### src/rtl/hazard_scoreboard_pkg.sv
// Shared widths, MD latencies and encodings for the D-stage hazard scoreboard.
package hazard_scoreboard_pkg;

   localparam int TW       = 2;
   localparam int RAW      = 5;
   localparam int MULT_CYC = 5;
   localparam int DIV_CYC  = 10;

   localparam logic [TW-1:0] TUSE_NONE = '1;

   localparam int FWD_RF = 0;

   function automatic int md_cnt_width(input int mult_cyc, input int div_cyc);
      return $clog2(((mult_cyc > div_cyc) ? mult_cyc : div_cyc) + 1);
   endfunction

endpackage

### src/rtl/hazard_scoreboard_if.sv
// D-stage request (operands, producer, MD class) and hazard response bundle.
interface hazard_scoreboard_if #(
   parameter int TW   = 2,
   parameter int RAW  = 5,
   parameter int SELW = 2
);
   logic           clr;
   logic [RAW-1:0] d_rs;
   logic [RAW-1:0] d_rt;
   logic [TW-1:0]  d_tuse_rs;
   logic [TW-1:0]  d_tuse_rt;
   logic [RAW-1:0] d_dst;
   logic           d_wen;
   logic [TW-1:0]  d_tnew;
   logic           d_md_start;
   logic           d_md_div;
   logic           d_md_use;
   logic           stall;
   logic [SELW-1:0] fwd_sel_rs;
   logic [SELW-1:0] fwd_sel_rt;
   logic           md_busy;

   modport master (
      output clr, d_rs, d_rt, d_tuse_rs, d_tuse_rt, d_dst, d_wen, d_tnew,
             d_md_start, d_md_div, d_md_use,
      input  stall, fwd_sel_rs, fwd_sel_rt, md_busy
   );

   modport slave (
      input  clr, d_rs, d_rt, d_tuse_rs, d_tuse_rt, d_dst, d_wen, d_tnew,
             d_md_start, d_md_div, d_md_use,
      output stall, fwd_sel_rs, fwd_sel_rt, md_busy
   );
endinterface

### src/rtl/hazard_scoreboard_md_busy_counter.sv
// Multiply/divide busy countdown: loads on an accepted MD start, busy while nonzero.
// Busy rises the edge after the load; async reset clears it immediately.
module md_busy_counter
   import hazard_scoreboard_pkg::*;
#(
   parameter int MULT_CYC = hazard_scoreboard_pkg::MULT_CYC,
   parameter int DIV_CYC  = hazard_scoreboard_pkg::DIV_CYC
) (
   input  logic clk,
   input  logic reset_n,
   input  logic load_i,
   input  logic div_i,
   output logic busy_o
);
   localparam int CW = md_cnt_width(MULT_CYC, DIV_CYC);

   logic [CW-1:0] cnt_q, cnt_d;

   always_comb begin
      cnt_d = cnt_q;
      if (load_i) begin
         cnt_d = div_i ? CW'(DIV_CYC) : CW'(MULT_CYC);
      end else if (cnt_q != '0) begin
         cnt_d = cnt_q - 1'b1;
      end
   end

   always_ff @(posedge clk or negedge reset_n) begin
      if (!reset_n) begin
         cnt_q <= '0;
      end else begin
         cnt_q <= cnt_d;
      end
   end

   assign busy_o = (cnt_q != '0);
endmodule

### src/rtl/hazard_scoreboard.sv
// Stall/forward controller for D: NSTAGE-deep producer shift chain plus MD busy counter.
// Outputs are combinational from state and D inputs; a stall turns entry 0 into a bubble.
module hazard_scoreboard
   import hazard_scoreboard_pkg::*;
#(
   parameter int NSTAGE   = 3,
   parameter int TW       = hazard_scoreboard_pkg::TW,
   parameter int RAW      = hazard_scoreboard_pkg::RAW,
   parameter int MULT_CYC = hazard_scoreboard_pkg::MULT_CYC,
   parameter int DIV_CYC  = hazard_scoreboard_pkg::DIV_CYC
) (
   input  logic          clk,
   input  logic          reset_n,
   hazard_scoreboard_if.slave sb
);
   localparam int SELW = $clog2(NSTAGE + 1);
   localparam logic [TW-1:0] TUSE_OFF = '1;

   logic [NSTAGE-1:0]          vld_q, vld_d;
   logic [NSTAGE-1:0][RAW-1:0] dst_q, dst_d;
   logic [NSTAGE-1:0][TW-1:0]  tnew_q, tnew_d;
   logic [NSTAGE-1:0]          hit_rs, hit_rt;

   logic            stall;
   logic            md_busy;
   logic            fnd_rs, fnd_rt;
   logic [TW-1:0]   tn_rs, tn_rt;
   logic [SELW-1:0] idx_rs, idx_rt;
   logic            stall_rs, stall_rt;

   // Entry 0 receives the D instruction; older entries age by one stage with saturating tnew.
   for (genvar g = 0; g < NSTAGE; g++) begin : g_chain
      if (g == 0) begin : g_head
         assign vld_d[g]  = !sb.clr && sb.d_wen && (sb.d_dst != '0) && !stall;
         assign dst_d[g]  = sb.d_dst;
         assign tnew_d[g] = sb.d_tnew;
      end else begin : g_body
         assign vld_d[g]  = !sb.clr && vld_q[g-1];
         assign dst_d[g]  = dst_q[g-1];
         assign tnew_d[g] = (tnew_q[g-1] == '0) ? '0 : tnew_q[g-1] - 1'b1;
      end
      assign hit_rs[g] = vld_q[g] && (dst_q[g] == sb.d_rs) && (sb.d_rs != '0);
      assign hit_rt[g] = vld_q[g] && (dst_q[g] == sb.d_rt) && (sb.d_rt != '0);
   end

   always_ff @(posedge clk or negedge reset_n) begin
      if (!reset_n) begin
         vld_q  <= '0;
         dst_q  <= '0;
         tnew_q <= '0;
      end else begin
         vld_q  <= vld_d;
         dst_q  <= dst_d;
         tnew_q <= tnew_d;
      end
   end

   // Scan oldest to youngest so the youngest matching producer overrides older ones.
   always_comb begin
      fnd_rs = 1'b0;
      fnd_rt = 1'b0;
      tn_rs  = '0;
      tn_rt  = '0;
      idx_rs = SELW'(FWD_RF);
      idx_rt = SELW'(FWD_RF);
      for (int i = NSTAGE - 1; i >= 0; i--) begin
         if (hit_rs[i]) begin
            fnd_rs = 1'b1;
            tn_rs  = tnew_q[i];
            idx_rs = SELW'(i + 1);
         end
         if (hit_rt[i]) begin
            fnd_rt = 1'b1;
            tn_rt  = tnew_q[i];
            idx_rt = SELW'(i + 1);
         end
      end
   end

   assign stall_rs = fnd_rs && (sb.d_tuse_rs != TUSE_OFF) && (tn_rs > sb.d_tuse_rs);
   assign stall_rt = fnd_rt && (sb.d_tuse_rt != TUSE_OFF) && (tn_rt > sb.d_tuse_rt);
   assign stall    = stall_rs || stall_rt || (sb.d_md_use && md_busy);

   assign sb.stall      = stall;
   assign sb.md_busy    = md_busy;
   assign sb.fwd_sel_rs = (fnd_rs && tn_rs == '0) ? idx_rs : SELW'(FWD_RF);
   assign sb.fwd_sel_rt = (fnd_rt && tn_rt == '0) ? idx_rt : SELW'(FWD_RF);

   md_busy_counter #(
      .MULT_CYC (MULT_CYC),
      .DIV_CYC  (DIV_CYC)
   ) u_md_cnt (
      .clk     (clk),
      .reset_n (reset_n),
      .load_i  (sb.d_md_start && !stall),
      .div_i   (sb.d_md_div),
      .busy_o  (md_busy)
   );
endmodule

### src/flat_wrapper.sv
// flat-port wrapper written by rule: the top's interface ports become plain ports
module hazard_scoreboard_flat import hazard_scoreboard_pkg::*;
#(
   parameter int NSTAGE   = 3,
   parameter int TW       = hazard_scoreboard_pkg::TW,
   parameter int RAW      = hazard_scoreboard_pkg::RAW,
   parameter int MULT_CYC = hazard_scoreboard_pkg::MULT_CYC,
   parameter int DIV_CYC  = hazard_scoreboard_pkg::DIV_CYC
)
  (clk, reset_n, sb_clr, sb_d_rs, sb_d_rt, sb_d_tuse_rs, sb_d_tuse_rt, sb_d_dst, sb_d_wen, sb_d_tnew, sb_d_md_start, sb_d_md_div, sb_d_md_use, sb_stall, sb_fwd_sel_rs, sb_fwd_sel_rt, sb_md_busy);
  hazard_scoreboard_if #(.TW(TW), .RAW(RAW)) sb_i ();
  input  logic clk;
  input  logic reset_n;
  input wire logic [$bits(sb_i.clr)-1:0] sb_clr;
  input wire logic [$bits(sb_i.d_rs)-1:0] sb_d_rs;
  input wire logic [$bits(sb_i.d_rt)-1:0] sb_d_rt;
  input wire logic [$bits(sb_i.d_tuse_rs)-1:0] sb_d_tuse_rs;
  input wire logic [$bits(sb_i.d_tuse_rt)-1:0] sb_d_tuse_rt;
  input wire logic [$bits(sb_i.d_dst)-1:0] sb_d_dst;
  input wire logic [$bits(sb_i.d_wen)-1:0] sb_d_wen;
  input wire logic [$bits(sb_i.d_tnew)-1:0] sb_d_tnew;
  input wire logic [$bits(sb_i.d_md_start)-1:0] sb_d_md_start;
  input wire logic [$bits(sb_i.d_md_div)-1:0] sb_d_md_div;
  input wire logic [$bits(sb_i.d_md_use)-1:0] sb_d_md_use;
  output wire logic [$bits(sb_i.stall)-1:0] sb_stall;
  output wire logic [$bits(sb_i.fwd_sel_rs)-1:0] sb_fwd_sel_rs;
  output wire logic [$bits(sb_i.fwd_sel_rt)-1:0] sb_fwd_sel_rt;
  output wire logic [$bits(sb_i.md_busy)-1:0] sb_md_busy;
  assign sb_i.clr = sb_clr;
  assign sb_i.d_rs = sb_d_rs;
  assign sb_i.d_rt = sb_d_rt;
  assign sb_i.d_tuse_rs = sb_d_tuse_rs;
  assign sb_i.d_tuse_rt = sb_d_tuse_rt;
  assign sb_i.d_dst = sb_d_dst;
  assign sb_i.d_wen = sb_d_wen;
  assign sb_i.d_tnew = sb_d_tnew;
  assign sb_i.d_md_start = sb_d_md_start;
  assign sb_i.d_md_div = sb_d_md_div;
  assign sb_i.d_md_use = sb_d_md_use;
  assign sb_stall = sb_i.stall;
  assign sb_fwd_sel_rs = sb_i.fwd_sel_rs;
  assign sb_fwd_sel_rt = sb_i.fwd_sel_rt;
  assign sb_md_busy = sb_i.md_busy;
  hazard_scoreboard #(.NSTAGE(NSTAGE), .TW(TW), .RAW(RAW), .MULT_CYC(MULT_CYC), .DIV_CYC(DIV_CYC)) u_core (.clk(clk), .reset_n(reset_n), .sb(sb_i));
endmodule
### config.mk
export PLATFORM = sky130hd
export DESIGN_NAME = hazard_scoreboard_flat
export DESIGN_NICKNAME = d
export VERILOG_FILES = /design/src/rtl/hazard_scoreboard_pkg.sv /design/src/rtl/hazard_scoreboard_if.sv /design/src/rtl/hazard_scoreboard_md_busy_counter.sv /design/src/rtl/hazard_scoreboard.sv /design/src/flat_wrapper.sv
export SDC_FILE = /design/constraint.sdc
export NUM_CORES = 1
export LEC_CHECK = 0
export ABC_AREA = 0
export BUFFER_PORTS_ARGS = -buffer_cell sky130_fd_sc_hd__buf_2
export CAP_MARGIN = 20
export CORE_MARGIN = 3
export CORE_UTILIZATION = 40
export CTS_CLUSTER_DIAMETER = 60
export DETAILED_ROUTE_END_ITERATION = 8
export SYNTH_ARGS = -nofsm -noshare
export SYNTH_HDL_FRONTEND = slang
export SYNTH_SLANG_ARGS = --single-unit
### constraint.sdc
create_clock -name clk -period 4.9 [get_ports clk]
set_clock_uncertainty 0.05 [all_clocks]
set_input_delay 0.735 -clock clk [delete_from_list [all_inputs] [get_ports clk]]
set_output_delay 0.735 -clock clk [all_outputs]
set_load 0.03 [all_outputs]
==> results of run 1 <==
metrics by stage:
step,cell area [sq um],total power [uW]
after global routing,1934,658.8
final,1934,620.0
after CTS,1934,627.1
after floorplan,1638,390.3
after global placement,1863,433.7
after detailed placement,1863,444.2
worst max-delay path: cells and delay by family:
kind                     cells  cell delay (ns)
buffers and inverters        3             0.44
adder cells (fa/ha/maj)      1             0.27
AND/OR/NAND/NOR              3             0.85
AO/OA/AOI/OAI                4             1.02
XOR/XNOR                     1             0.25
state kept, by name, summed over array words and instances (netlist names):
| signal | count |
|---|---|
| u_core.dst_q | 5 |
| u_core.u_md_cnt.cnt_q | 4 |
| u_core.dst_d | 10 |
| u_core.tnew_q | 6 |
| u_core.vld_q | 3 |
power breakdown:
part           switching (uW)  internal (uW)
clock                    72.3            109
sequential               25.4            259
combinational            82.8           71.5
worst min path at each step:
stage,startpoint,end,slack (ns)
detailed placement,u_core.dst_d[11]$_DFF_PN0_,u_core.dst_q[11]$_DFF_PN0_,0.38
global route,u_core.dst_d[5]$_DFF_PN0_,u_core.dst_d[10]$_DFF_PN0_,0.42
global placement,u_core.tnew_q[0]$_DFF_PN0_,u_core.tnew_q[2]$_DFF_PN0_,0.38
CTS,u_core.dst_d[11]$_DFF_PN0_,u_core.dst_q[11]$_DFF_PN0_,0.40
floorplan,u_core.dst_d[5]$_DFF_PN0_,u_core.dst_d[10]$_DFF_PN0_,0.36
finish,u_core.dst_d[6]$_DFF_PN0_,u_core.dst_d[11]$_DFF_PN0_,0.40
cell families (layout without fill, tap and decap cells):
logic type	count (synthesis)	in the layout	share of synthesized area (%)
flip-flops	28	28	42.78
XOR/XNOR	32	32	17.11
multiplexers	4	4	2.597
AND/OR/NAND/NOR	50	50	22.46
AO/OA/AOI/OAI	18	18	8.403
adder cells (fa/ha/maj)	6	6	4.584
buffers and inverters	9	46	2.062
layout by cell type, fill, tap and decap left out, types with 5 or more instances in the layout:
cell / n
sky130_fd_sc_hd__a21oi_1: 11
sky130_fd_sc_hd__buf_2: 33
sky130_fd_sc_hd__dfrtp_1: 28
sky130_fd_sc_hd__ha_1: 6
sky130_fd_sc_hd__inv_1: 9
sky130_fd_sc_hd__nand2_1: 5
sky130_fd_sc_hd__nand3_1: 5
sky130_fd_sc_hd__nand4_1: 6
sky130_fd_sc_hd__nor2_1: 5
sky130_fd_sc_hd__nor2b_1: 6
sky130_fd_sc_hd__xnor2_1: 23
sky130_fd_sc_hd__xor2_1: 9
area by class of cell:
class | instances | area, sq um | share of cell area [%]
Inverter | 9 | 33.78 | 1.746
Clock inverter | 1 | 30.03 | 1.552
Clock buffer | 3 | 41.29 | 2.135
Tap cell | 48 | 60.06 | 3.105
Multi-Input combinational cell | 110 | 903.4 | 46.70
Timing Repair Buffer | 33 | 165.2 | 8.538
Sequential cell | 28 | 700.7 | 36.22
metal layers:
layer,wire (um),vias up,GRT usage (%)
li1,-,593,-
met2,1827,31,26.23
met3,148,6,3.885
met5,0,-,0
met1,1546,582,19.50
met4,56,0,4.468
==> impl.org, run 1 <==
** Synthesis
- Area of the mapped netlist :: 0.001638 sq mm
- Yosys printed 0 warnings.
- By count the netlist is led by sky130_fd_sc_hd__dfrtp_1 (28), sky130_fd_sc_hd__xnor2_1 (23), sky130_fd_sc_hd__a21oi_1 (11), sky130_fd_sc_hd__inv_1 (9), sky130_fd_sc_hd__xor2_1 (9).
- Synthesis-stage register bit count :: 28
- After synthesis, the largest area contributor takes up a little over two fifths of total cell area.
- Summing the sequential cell areas from Yosys gives 42.78% of the chip area.
- Library cell with the highest instance count after synthesis :: sky130_fd_sc_hd__dfrtp_1
- The number of nets handed over by synthesis was about 180.
- A synthesized cell averages 11.14 sq um.
- Number of standard cells after synthesis :: 147
- Synth area leader :: sky130_fd_sc_hd__dfrtp_1
- The number of different library cells used by synthesis comes to 30.
- Fraction of registers with async set or reset after synthesis :: 100.0%
- Number of enable flip-flop cells after synthesis :: 0
- Leading cell types by total area after synthesis :: sky130_fd_sc_hd__dfrtp_1 (43%), sky130_fd_sc_hd__xnor2_1 (12%), sky130_fd_sc_hd__xor2_1 (4.8%)
- For this run, the leading register cell type out of synthesis is sky130_fd_sc_hd__dfrtp_1.

** Worst hold path
- In this run the worst hold path is classified as register to register.
- Hold path depth :: 0

** Power
- VDD sags by at most 0.2496 mV.
- Ratio of total power to cell area :: 320.5 mW/mm^2
- In this run the static leakage power is 0.0008417 uW.

** Final layout
- Counting the fill cells in the layout gives 326.
- Finished Layout Cells :: 232
- Count of inserted antenna diode cells :: 0
- Cells with a size suffix above 1 make up between 20% and 30% of the layout.
- Post-layout util :: 50.92%
- Growth of design area from synthesis to finish :: 18.11%
- Net count of the finished layout :: 219

** Clocking
- Clock insertion delay at the later pin of the skew report :: 0.27 ns
- The clock drives 28 sinks.
- In this run, post-CTS hold repair placed 0 buffers.
- Maximum number of buffers from clock root to sink :: 2
- CTS built an H-tree with a depth of 1.
- The number of clock buffers added by TritonCTS is 3.
- TritonCTS built the clock tree.
- Number of buffers inserted to repair setup after CTS :: 0
- Root Buffer :: sky130_fd_sc_hd__clkbuf_8
- After clock tree synthesis, the repair step resized 0 gates.
- Clock slew seen by the registers of the worst setup and hold paths :: 0.09 ns

** GRT
- Grt ovf :: 0
- The number of antenna violations at the first check in global routing was 0.
- Vias in the first global route :: 1297
- Pin count of the biggest net entering global routing :: 29
- Wire length of the first global-routing pass :: 6.099 mm
- Total track usage :: 15.51%

** Timing
- Final setup violation count :: 0
- For the pin with the worst max-slew slack, the measured transition is 0.7673 ns.
- Setup Total Neg Slack :: 0 ns
- Crit share post-route :: between 80% and 90%
- Highest Clock Rate :: around 0.23 GHz
- Final slew viol count :: 0
- The hold violation total from the final report came to 0.
- Post-route setup slack :: 0.5365 ns
- Setup repair after global routing left no endpoint under its margin.
- Hold is met by 0.4024 ns.
- Post-layout min period :: 4.363 ns
- Normalized max-slew margin :: approximately 48%

** Place
- Number of cells after detailed placement :: 228
- During placement, the flow inserted port buffers numbering 33.
- The congestion estimate from routability-driven global placement came to 0.9515.
- The wire-length estimate of the detail-placed layout is 2.914 mm.
- Timing analysis after detailed placement gives a worst setup slack of 0.5863 ns.

** Route
- DRC Markers :: 0
- First-pass detailed-route iteration total :: 4
- The detailed router finished its first iteration with 26 violations.
- Sum of routed wire length over all layers :: between 3 and 4 mm
- In this run the remaining antenna-violating nets after routing total 0.
- The routed layout has roughly 1200 vias.
- After detailed routing, the number of vias per cell comes to 5.224.
- In the final routed layout, each cell accounts on average for around 15 um.

** Setup path
- Worst setup slack for register-to-register paths :: ~1.6 ns
- The largest single stage delay on the critical path is roughly 0.55 ns.
- In this run the critical register-to-register path is captured at u_core.u_md_cnt.cnt_q[1]$_DFFE_PN0P_.
- Crit path required time :: 4.12 ns
- For this design, the slowest cell found on the critical path is sky130_fd_sc_hd__nor3_1.
- In this run the worst path has a maximum fanout of 4.
- The critical path is of the input pin to primary output type.
- The worst setup path is launched from an input pin.
- Startpoint of the worst-slack reg-to-reg timing path :: u_core.dst_d[11]$_DFF_PN0_
- Cells along the critical path :: buf_2, xnor2_1, nand2_1, nor3_1, a21oi_1, a22oi_1, inv_1, ha_1, a221oi_1, o31ai_4, nand3_1, buf_2
- For the worst flop-to-flop path, the logic depth is 11.
- Start point of the critical path :: sb_d_rs[1]
- Type of element capturing the critical path :: primary output
- Most frequent CP cell :: sky130_fd_sc_hd__buf_2
- At the worst endpoint, the arrival time is 3.58 ns.
- In this run the worst setup path terminates at sb_stall.

** Flow run
- Across the run, the number of max-cap violations was 0.

** Floorplan
- Row cnt :: 22
- For this design the top-level I/O count stands at 34.
- The region available for standard cell placement spans 0.003799 sq mm.
- The floorplan step set the die height to ~70 um.
- The die covers 0.004899 sq mm.
- From left edge to right edge, the die measures 69.99 um.
- Initial core utilization :: between 40% and 50%

** Status
- Status :: complete, no violations
(Power assumes the default switching activity.)
==> run 2: changes to the inputs <==
==> constraint.sdc (replaced) <==
create_clock -name clk -period 3.7 [get_ports clk]
set_clock_uncertainty 0.05 [all_clocks]
set_input_delay 0.555 -clock clk [delete_from_list [all_inputs] [get_ports clk]]
set_output_delay 0.555 -clock clk [all_outputs]
set_load 0.03 [all_outputs]
==> run 2 against run 1 <==
Against the previous run:
- sequential share of layout area decreased by 2.6 points
- clock-buffer cell count is the same
- via count rose by 6.4%
- combinational power up 42%
- design area up 7.8%
- highest routed layer unchanged
- global-route usage about the same
- clock power rose by 30%
- setup slack got worse by 0.40 ns
- critical path depth grew 1
==> impl.org, run 2 (same netlist as run 1, synthesis figures left out) <==
** Final layout
- Share of cells above drive strength 1 :: 35.20% (+8.0 points)
- Filler cells :: 344 (+5.5%)
- Post-layout util :: 54.87% (+4.0 points)
- The area of all sequential standard cells was 700.7 sq um (unchanged).
- Leading cell type in the layout, fill and taps excluded :: sky130_fd_sc_hd__buf_2
- Net count of the finished layout :: 231 (+5.5%)
- Commonest cells after routing, fill and taps aside :: sky130_fd_sc_hd__buf_2 (32), sky130_fd_sc_hd__dfrtp_1 (28), sky130_fd_sc_hd__xnor2_1 (23)
- The count of antenna diodes in the layout was 0 (unchanged).
- Relative to the synthesized area, the layout overhead comes to 27.27%.
- The post-route cell area is 0.002085 sq mm (+7.8%).
- Flip-flop count of the largest register after layout :: 10 (unchanged)
- The area used by multi-input combinational logic was 957.2 sq um (+6.0%).

** Route
- The number of remaining DRC errors is 0 (unchanged).
- The detailed router used layers up to and including met4.
- The initial DRC count was 52 (+100%).
- The routed length on met3 was 130 um (-12%).
- Routed vias :: 1290 (+6.4%)
- Sum of routed wire length over all layers :: 3.579 mm (unchanged)
- Wire length on met1 :: 1.532 mm (-0.91%)
- Mean number of vias per cell :: 5.287 (+1.2%)
- Average routed wire per standard cell :: 14.67 um (-4.9%)
- Routed length on met2 :: 1.896 mm (+3.8%)
- The number of iterations in the first detailed-routing pass was 4 (unchanged).
- Remaining antenna violation count :: 0 (unchanged)

** Clocking
- Sink Count :: 28 (unchanged)
- Root Buffer :: sky130_fd_sc_hd__clkbuf_8
- Clock slew seen by the registers of the worst setup and hold paths :: 0.10 ns (about the same)
- The number of buffers added by the clock tree synthesis step was 3 (unchanged).
- The maximum level of the CTS H-tree was 1 (unchanged).
- CTS Hold Buffers Added :: 0 (unchanged)
- The clock tree buffer depth was 2 (unchanged).
- Clock tree from TritonCTS :: done
- Clock insertion delay at the later pin of the skew report :: 0.27 ns (about the same)

** Timing
- The number of slew-limit violations in the final report is 0 (unchanged).
- The headroom to the max-slew limit came to 58.96% (+11 points).
- Crit share post-route :: 96.38%
- The worst path in the final design needs a cycle of 3.566 ns, including I/O delays and setup.
- Hold slack :: 0.2312 ns (-0.1711 ns)
- RSZ-0062 raised after global routing :: false
- The hold violation total from the final report came to 0 (unchanged).
- The final sum of negative setup slack came to 0 ns (unchanged).
- The number of setup violations in the final report is 0 (unchanged).
- Highest Clock Rate :: 0.2804 GHz
- Tightest Pin Transition :: 0.6156 ns (-0.1517 ns)
- Post-route setup slack :: 0.1341 ns (-0.4025 ns)

** Setup path
- The worst setup path is of the input pin to primary output kind.
- The worst setup path is launched from an input pin.
- The data required time at the worst endpoint is 3.09 ns (-1.03 ns).
- Type of element capturing the critical path :: primary output
- The arrival time at the worst endpoint came to 2.96 ns (-0.62 ns).
- Worst Path Max Fanout :: 4 (unchanged)

** GRT
- Total track usage :: 15.47% (-0.035 points)
- The total grt overflow is 0 (unchanged).
- The global-route wire length before repair was 6.127 mm (+0.46%).
- Vias in the first global route :: 1277 (-1.5%)
- Pin count of the biggest net entering global routing :: 29 (unchanged)
- The number of antenna violations at the first check in global routing was 0 (unchanged).

** Status
- The flow ran to the end, and the final reports show no timing, DRC or antenna violations.

** Floorplan
- Die Area :: 0.004899 sq mm (unchanged)
- Die Y-Extent :: 69.99 um (unchanged)
- The die extent in x came to 69.99 um (unchanged).
- Initial core utilization :: 43.12% (unchanged)
- Row cnt :: 22 (unchanged)
- Boundary Pins :: 34 (unchanged)
- Core area :: 0.003799 sq mm (unchanged)

** Place
- Setup slack at placement :: -0.07905 ns (-0.6654 ns)
- The placed instance area is 0.001946 sq mm (+4.4%).
- The sum of net half-perimeters after detailed placement came to 2.946 mm (+1.1%).
- Total of buffers placed on input and output ports :: 33 (unchanged)
- Gpl congestion :: 0.8838 (-7.1%)

** Power
- The peak supply drop was 0.2800 mV (+12%).
- Ratio of total power to cell area :: 398.5 mW/mm^2 (+24%)
- The leakage power is 0.0009123 uW (+8.4%).

** Flow run
- Max-capacitance violation count :: 0 (unchanged)

** Worst hold path
- Hold/Removal Path Class :: input pin to async pin
-- run 2: cell count changes in the layout (fill, tap and decap cells not counted), moves of 2 or more --
cell                      delta
sky130_fd_sc_hd__a21oi_2     +2
sky130_fd_sc_hd__buf_4      +12
sky130_fd_sc_hd__a21oi_1     -2
sky130_fd_sc_hd__a22oi_2     +2
sky130_fd_sc_hd__a22oi_1     -2
-- run 2: layer usage --
layer  GRT usage, %  vias up
li1               -      619
met1          20.02      640
met2          26.97       27
met3          3.165        4
met4          2.553        0
met5              0        -
-- run 2: critical path: stages --
cell	delay [ns]
sky130_fd_sc_hd__buf_2	0.10
sky130_fd_sc_hd__or4_4	0.57
sky130_fd_sc_hd__nor2_8	0.18
sky130_fd_sc_hd__or3_4	0.16
sky130_fd_sc_hd__nand3_1	0.08
sky130_fd_sc_hd__a22oi_2	0.21
sky130_fd_sc_hd__inv_1	0.07
sky130_fd_sc_hd__ha_1	0.28
sky130_fd_sc_hd__a221oi_1	0.25
sky130_fd_sc_hd__buf_4	0.16
sky130_fd_sc_hd__o31ai_4	0.07
sky130_fd_sc_hd__nand3_2	0.11
sky130_fd_sc_hd__buf_4	0.16
-- run 2: layout make-up --
class	count	share of cell area [%]
flip-flops and latches	28	33.61
clock buffers	3	1.981
multi-input cells	110	45.92
inverters	9	1.621
well taps	48	2.881
clock inverters	1	1.441
repair buffers	45	12.55
-- run 2: final timing paths --
kind                                             from                                    to  slack, ns  depth (start not counted)
max in group asynchronous                     reset_n            u_core.tnew_q[4]$_DFF_PN0_       2.96                          1
max reg2reg                 u_core.dst_d[9]$_DFF_PN0_  u_core.u_md_cnt.cnt_q[3]$_DFFE_PN0P_       0.64                         14
min in group clk                         sb_d_tnew[0]            u_core.tnew_q[0]$_DFF_PN0_       0.34                          1
min                                           reset_n  u_core.u_md_cnt.cnt_q[2]$_DFFE_PN0P_       0.23                          1
max                                        sb_d_rt[1]                              sb_stall       0.13                         13
min reg2reg                u_core.tnew_q[0]$_DFF_PN0_            u_core.tnew_q[2]$_DFF_PN0_       0.39                          1
-- run 2: timing repair --
item,in CTS,in global routing
setup buffers,0,1
pin swaps,0,4
endpoints found under the setup margin,1,1
gates resized for setup,2,10
-- run 2: power by group --
part | leakage, uW | switching (uW) | internal (uW)
Clock | 0.0000357 | 91.9 | 145
Sequential | 0.000339 | 32.4 | 342
Combinational | 0.000538 | 116 | 104
Total | 0.000912 | 240 | 591
-- run 2: through the flow --
step,std cells,total power [uW]
final,244,830.7
after global routing,244,893.0
after CTS,243,838.3
after detailed placement,239,595.7
after global placement,239,580.3
after floorplan,147,516.9
==> run 3: changes to the inputs <==
--- a/config.mk
+++ b/config.mk
@@ -12,6 +12,7 @@
 export CORE_UTILIZATION = 40
 export CTS_CLUSTER_DIAMETER = 60
 export DETAILED_ROUTE_END_ITERATION = 8
+export PLACE_DENSITY = 0.62
 export SYNTH_ARGS = -nofsm -noshare
 export SYNTH_HDL_FRONTEND = slang
 export SYNTH_SLANG_ARGS = --single-unit
==> run 3 against run 2 <==
Against the previous run:
- first-iteration DRC count shrank 48%
- combinational power shrank 2%
- critical path type unchanged
- clock-buffer cell count unchanged
- via count fell by 1.9%
- sequential share of layout area rose by 0.33 points
- wire length about the same
- clock power about the same
- critical path depth decreased by 1
- design area shrank 0.96%
- setup slack improved by 0.025 ns
- fmax grew 0.71%
- largest power group unchanged
==> impl.org, run 3 (same netlist as run 1, synthesis figures left out) <==
** Timing
- Tightest Pin Transition :: 0.6152 ns (-0.0004624 ns)
- Hold slack :: 0.2323 ns (+0.001104 ns)
- The headroom to the max-slew limit is 58.99% (about the same).
- Final slew viol count :: 0 (unchanged)
- Number of hold-slack violations in the final timing report :: 0 (unchanged)
- The number of setup violations in the final report came to 0 (unchanged).
- Post-layout min period :: 3.541 ns (-0.02524 ns)
- The fraction of the cycle the final worst path needs came to 95.69% (-0.68 points).
- Highest Clock Rate :: 0.2824 GHz (+0.71%)
- RSZ-0062 raised after global routing :: false

** Final layout
- Leading cell type in the layout, fill and taps excluded :: sky130_fd_sc_hd__buf_2
- The filler cell count was 351 (+2.0%).
- The utilization after layout came to 54.35% (-0.53 points).
- From synthesis to final layout, the design area changed by 26.05%.
- The number of flip-flops under the largest register name was 10 (unchanged).
- Area of all placed cells without fillers :: 0.002064 sq mm (-0.96%)
- The number of cells in the finished layout apart from fillers is 243 (-0.41%).
- Commonest cells after routing, fill and taps aside :: sky130_fd_sc_hd__buf_2 (32), sky130_fd_sc_hd__dfrtp_1 (28), sky130_fd_sc_hd__xnor2_1 (22)
- Share of cells above drive strength 1 :: 34.87% (-0.33 points)
- Count of inserted antenna diode cells :: 0 (unchanged)
- The net total in the final layout is 230 (-0.43%).

** Setup path
- The largest stage delay on the critical path came to 0.55 ns (-0.02 ns).
- In this run the worst setup path begins at sb_d_rs[3].
- On the critical path, the stage with the largest delay is an instance of sky130_fd_sc_hd__or4_4.
- Traced cell by cell, the critical path runs through buf_2, or4_4, nor2_4, or3_1, nand3_1, a22oi_2, inv_1, ha_1, a221oi_2, o31ai_4, nand3_2, buf_4.
- Type of element capturing the critical path :: primary output
- Cell family contributing the most delay on the critical path :: simple AND/OR/NAND/NOR gates
- Critical Path AT :: 2.94 ns (-0.02 ns)
- Startpoint of the worst-slack reg-to-reg timing path :: u_core.dst_d[9]$_DFF_PN0_
- The sum of buffers and inverters on the critical path is 3 (-1).
- The highest net fanout along the worst path is 4 (unchanged).
- The data required time at the worst endpoint was 3.09 ns (about the same).
- The worst setup path is of the input pin to primary output kind.
- STA classifies the critical path startpoint as an input pin.

** Floorplan
- The die extent in x is 69.99 um (unchanged).
- The core box area is 0.003799 sq mm (unchanged).
- The I/O pin count is 34 (unchanged).
- Row cnt :: 22 (unchanged)
- Initial core utilization :: 43.12% (unchanged)
- Die Y-Extent :: 69.99 um (unchanged)
- The die outline area was 0.004899 sq mm (unchanged).

** GRT
- Grt ovf :: 0 (unchanged)
- The global-route met3 utilization was 3.165% (unchanged).
- Vias in the first global route :: 1331 (+4.2%)
- Met1 usage :: 20.13% (+0.11 points)
- met2 is the most crowded layer.
- The maximum number of pins on one net before global-route repair is 29 (unchanged).
- The number of antenna violations at the first check in global routing came to 0 (unchanged).
- Total track usage :: 15.72% (+0.25 points)
- The routing usage on met2 is 28.23% (+1.3 points).
- Wire length of the first global-routing pass :: 6.272 mm (+2.4%)

** Power
- The leakage power is 0.0009098 uW (-0.28%).
- Power consumption :: 827.2 uW (-0.41%)
- Ratio of total power to cell area :: 400.7 mW/mm^2 (+0.55%)
- Largest voltage drop on the vdd net :: 0.3581 mV (+28%)

** Route
- The number of nets with antenna violations after detailed routing came to 0 (unchanged).
- Mean number of vias per cell :: 5.206 (-1.5%)
- The number of remaining DRC errors came to 0 (unchanged).
- The initial DRC count was 27 (-48%).
- The routed wire length is 3.580 mm (about the same).
- The average wire length per cell after detail routing is 14.73 um (+0.44%).
- Routed vias :: 1265 (-1.9%)
- First-pass detailed-route iteration total :: 4 (unchanged)

** Place
- The number of I/O port buffers is 33 (unchanged).
- Instance area after placement :: 0.001938 sq mm (-0.39%)
- DP Wirelength :: 2.962 mm (+0.54%)
- The global placer's final weighted congestion came to 0.8402 (-4.9%).
- The number of cells after detailed placement is 238 (-0.42%).

** Clocking
- Inserted Clock Buffers :: 3 (unchanged)
- Clock slew seen by the registers of the worst setup and hold paths :: 0.09 ns (about the same)
- The maximum level of the CTS H-tree came to 1 (unchanged).
- Clock insertion delay at the later pin of the skew report :: 0.27 ns (about the same)
- Maximum number of buffers from clock root to sink :: 2 (unchanged)
- Sink Count :: 28 (unchanged)
- The hold-fix buffer count after cts came to 0 (unchanged).
- In this run the clock root is driven by a sky130_fd_sc_hd__clkbuf_8.
- TritonCTS built the clock tree.

** Status
- The run finished with clean final reports.

** Flow run
- The count of max-cap constraint violations came to 0 (unchanged).

** Worst hold path
- Hold/Removal Path Class :: input pin to async pin
[run 3: layout make-up]
type                       count  area, sq um  area share (%)
tap                           48        60.06           2.909
clock inverter                 1        30.03           1.455
timing repair buffer          44        250.2           12.12
inverter                       9        33.78           1.636
sequential                    28        700.7           33.94
multi-input combinational    110        948.4           45.94
clock buffer                   3        41.29           2.000
[run 3: timing repair]
| action | in CTS | in global routing |
|---|---|---|
| hold endpoints to repair | 0 | 0 |
| pin swaps | 0 | 2 |
| endpoints found under the setup margin | 1 | 1 |
| gates resized for setup | 2 | 8 |
| setup buffers | 0 | 1 |
[run 3: worst reg2reg max path: stages, from the launching register on]
cell	delay, ns
sky130_fd_sc_hd__dfrtp_1	0.42
sky130_fd_sc_hd__xnor2_1	0.19
sky130_fd_sc_hd__nand4_1	0.18
sky130_fd_sc_hd__nor4_4	0.44
sky130_fd_sc_hd__a21oi_1	0.10
sky130_fd_sc_hd__a22oi_2	0.19
sky130_fd_sc_hd__inv_1	0.06
sky130_fd_sc_hd__ha_1	0.27
sky130_fd_sc_hd__a221oi_1	0.24
sky130_fd_sc_hd__buf_4	0.16
sky130_fd_sc_hd__o31ai_4	0.07
sky130_fd_sc_hd__buf_4	0.15
sky130_fd_sc_hd__nand4_4	0.12
sky130_fd_sc_hd__mux2_1	0.33
[run 3: report_power, final]
group | internal, uW | leakage [uW] | switching (uW)
sequential | 342 | 0.000339 | 35.4
combinational | 103 | 0.000535 | 112
clock | 145 | 0.0000357 | 90.2
total | 590 | 0.000910 | 238
[run 3: metrics by stage]
step	worst slack, ns	TNS, ns
4_1_cts	0.02347	0
2_1_floorplan	0.2568	0
3_3_place_gp	0.03305	0
3_5_place_dp	-0.06177	-0.06177
5_1_grt	0.01536	0
6_report	0.1593	0
[run 3: worst paths after layout]
| kind | end | slack [ns] | depth (start not counted) |
|---|---|---|---|
| max in group asynchronous | u_core.dst_d[8]$_DFF_PN0_ | 2.96 | 1 |
| worst max register to register | u_core.u_md_cnt.cnt_q[1]$_DFFE_PN0P_ | 0.62 | 13 |
| worst max-delay path | sb_stall | 0.16 | 12 |
| worst min register to register | u_core.dst_d[10]$_DFF_PN0_ | 0.39 | 0 |
| worst min-delay path | u_core.u_md_cnt.cnt_q[3]$_DFFE_PN0P_ | 0.23 | 1 |
| min in group clk | u_core.tnew_q[1]$_DFF_PN0_ | 0.34 | 1 |
[run 3: routing by layer]
layer  up-vias  part of all wire, %
li1        614                    -
met1       621                   42
met2        26                   53
met3         4                  4.5
met4         0                 0.47
met5         -                    0
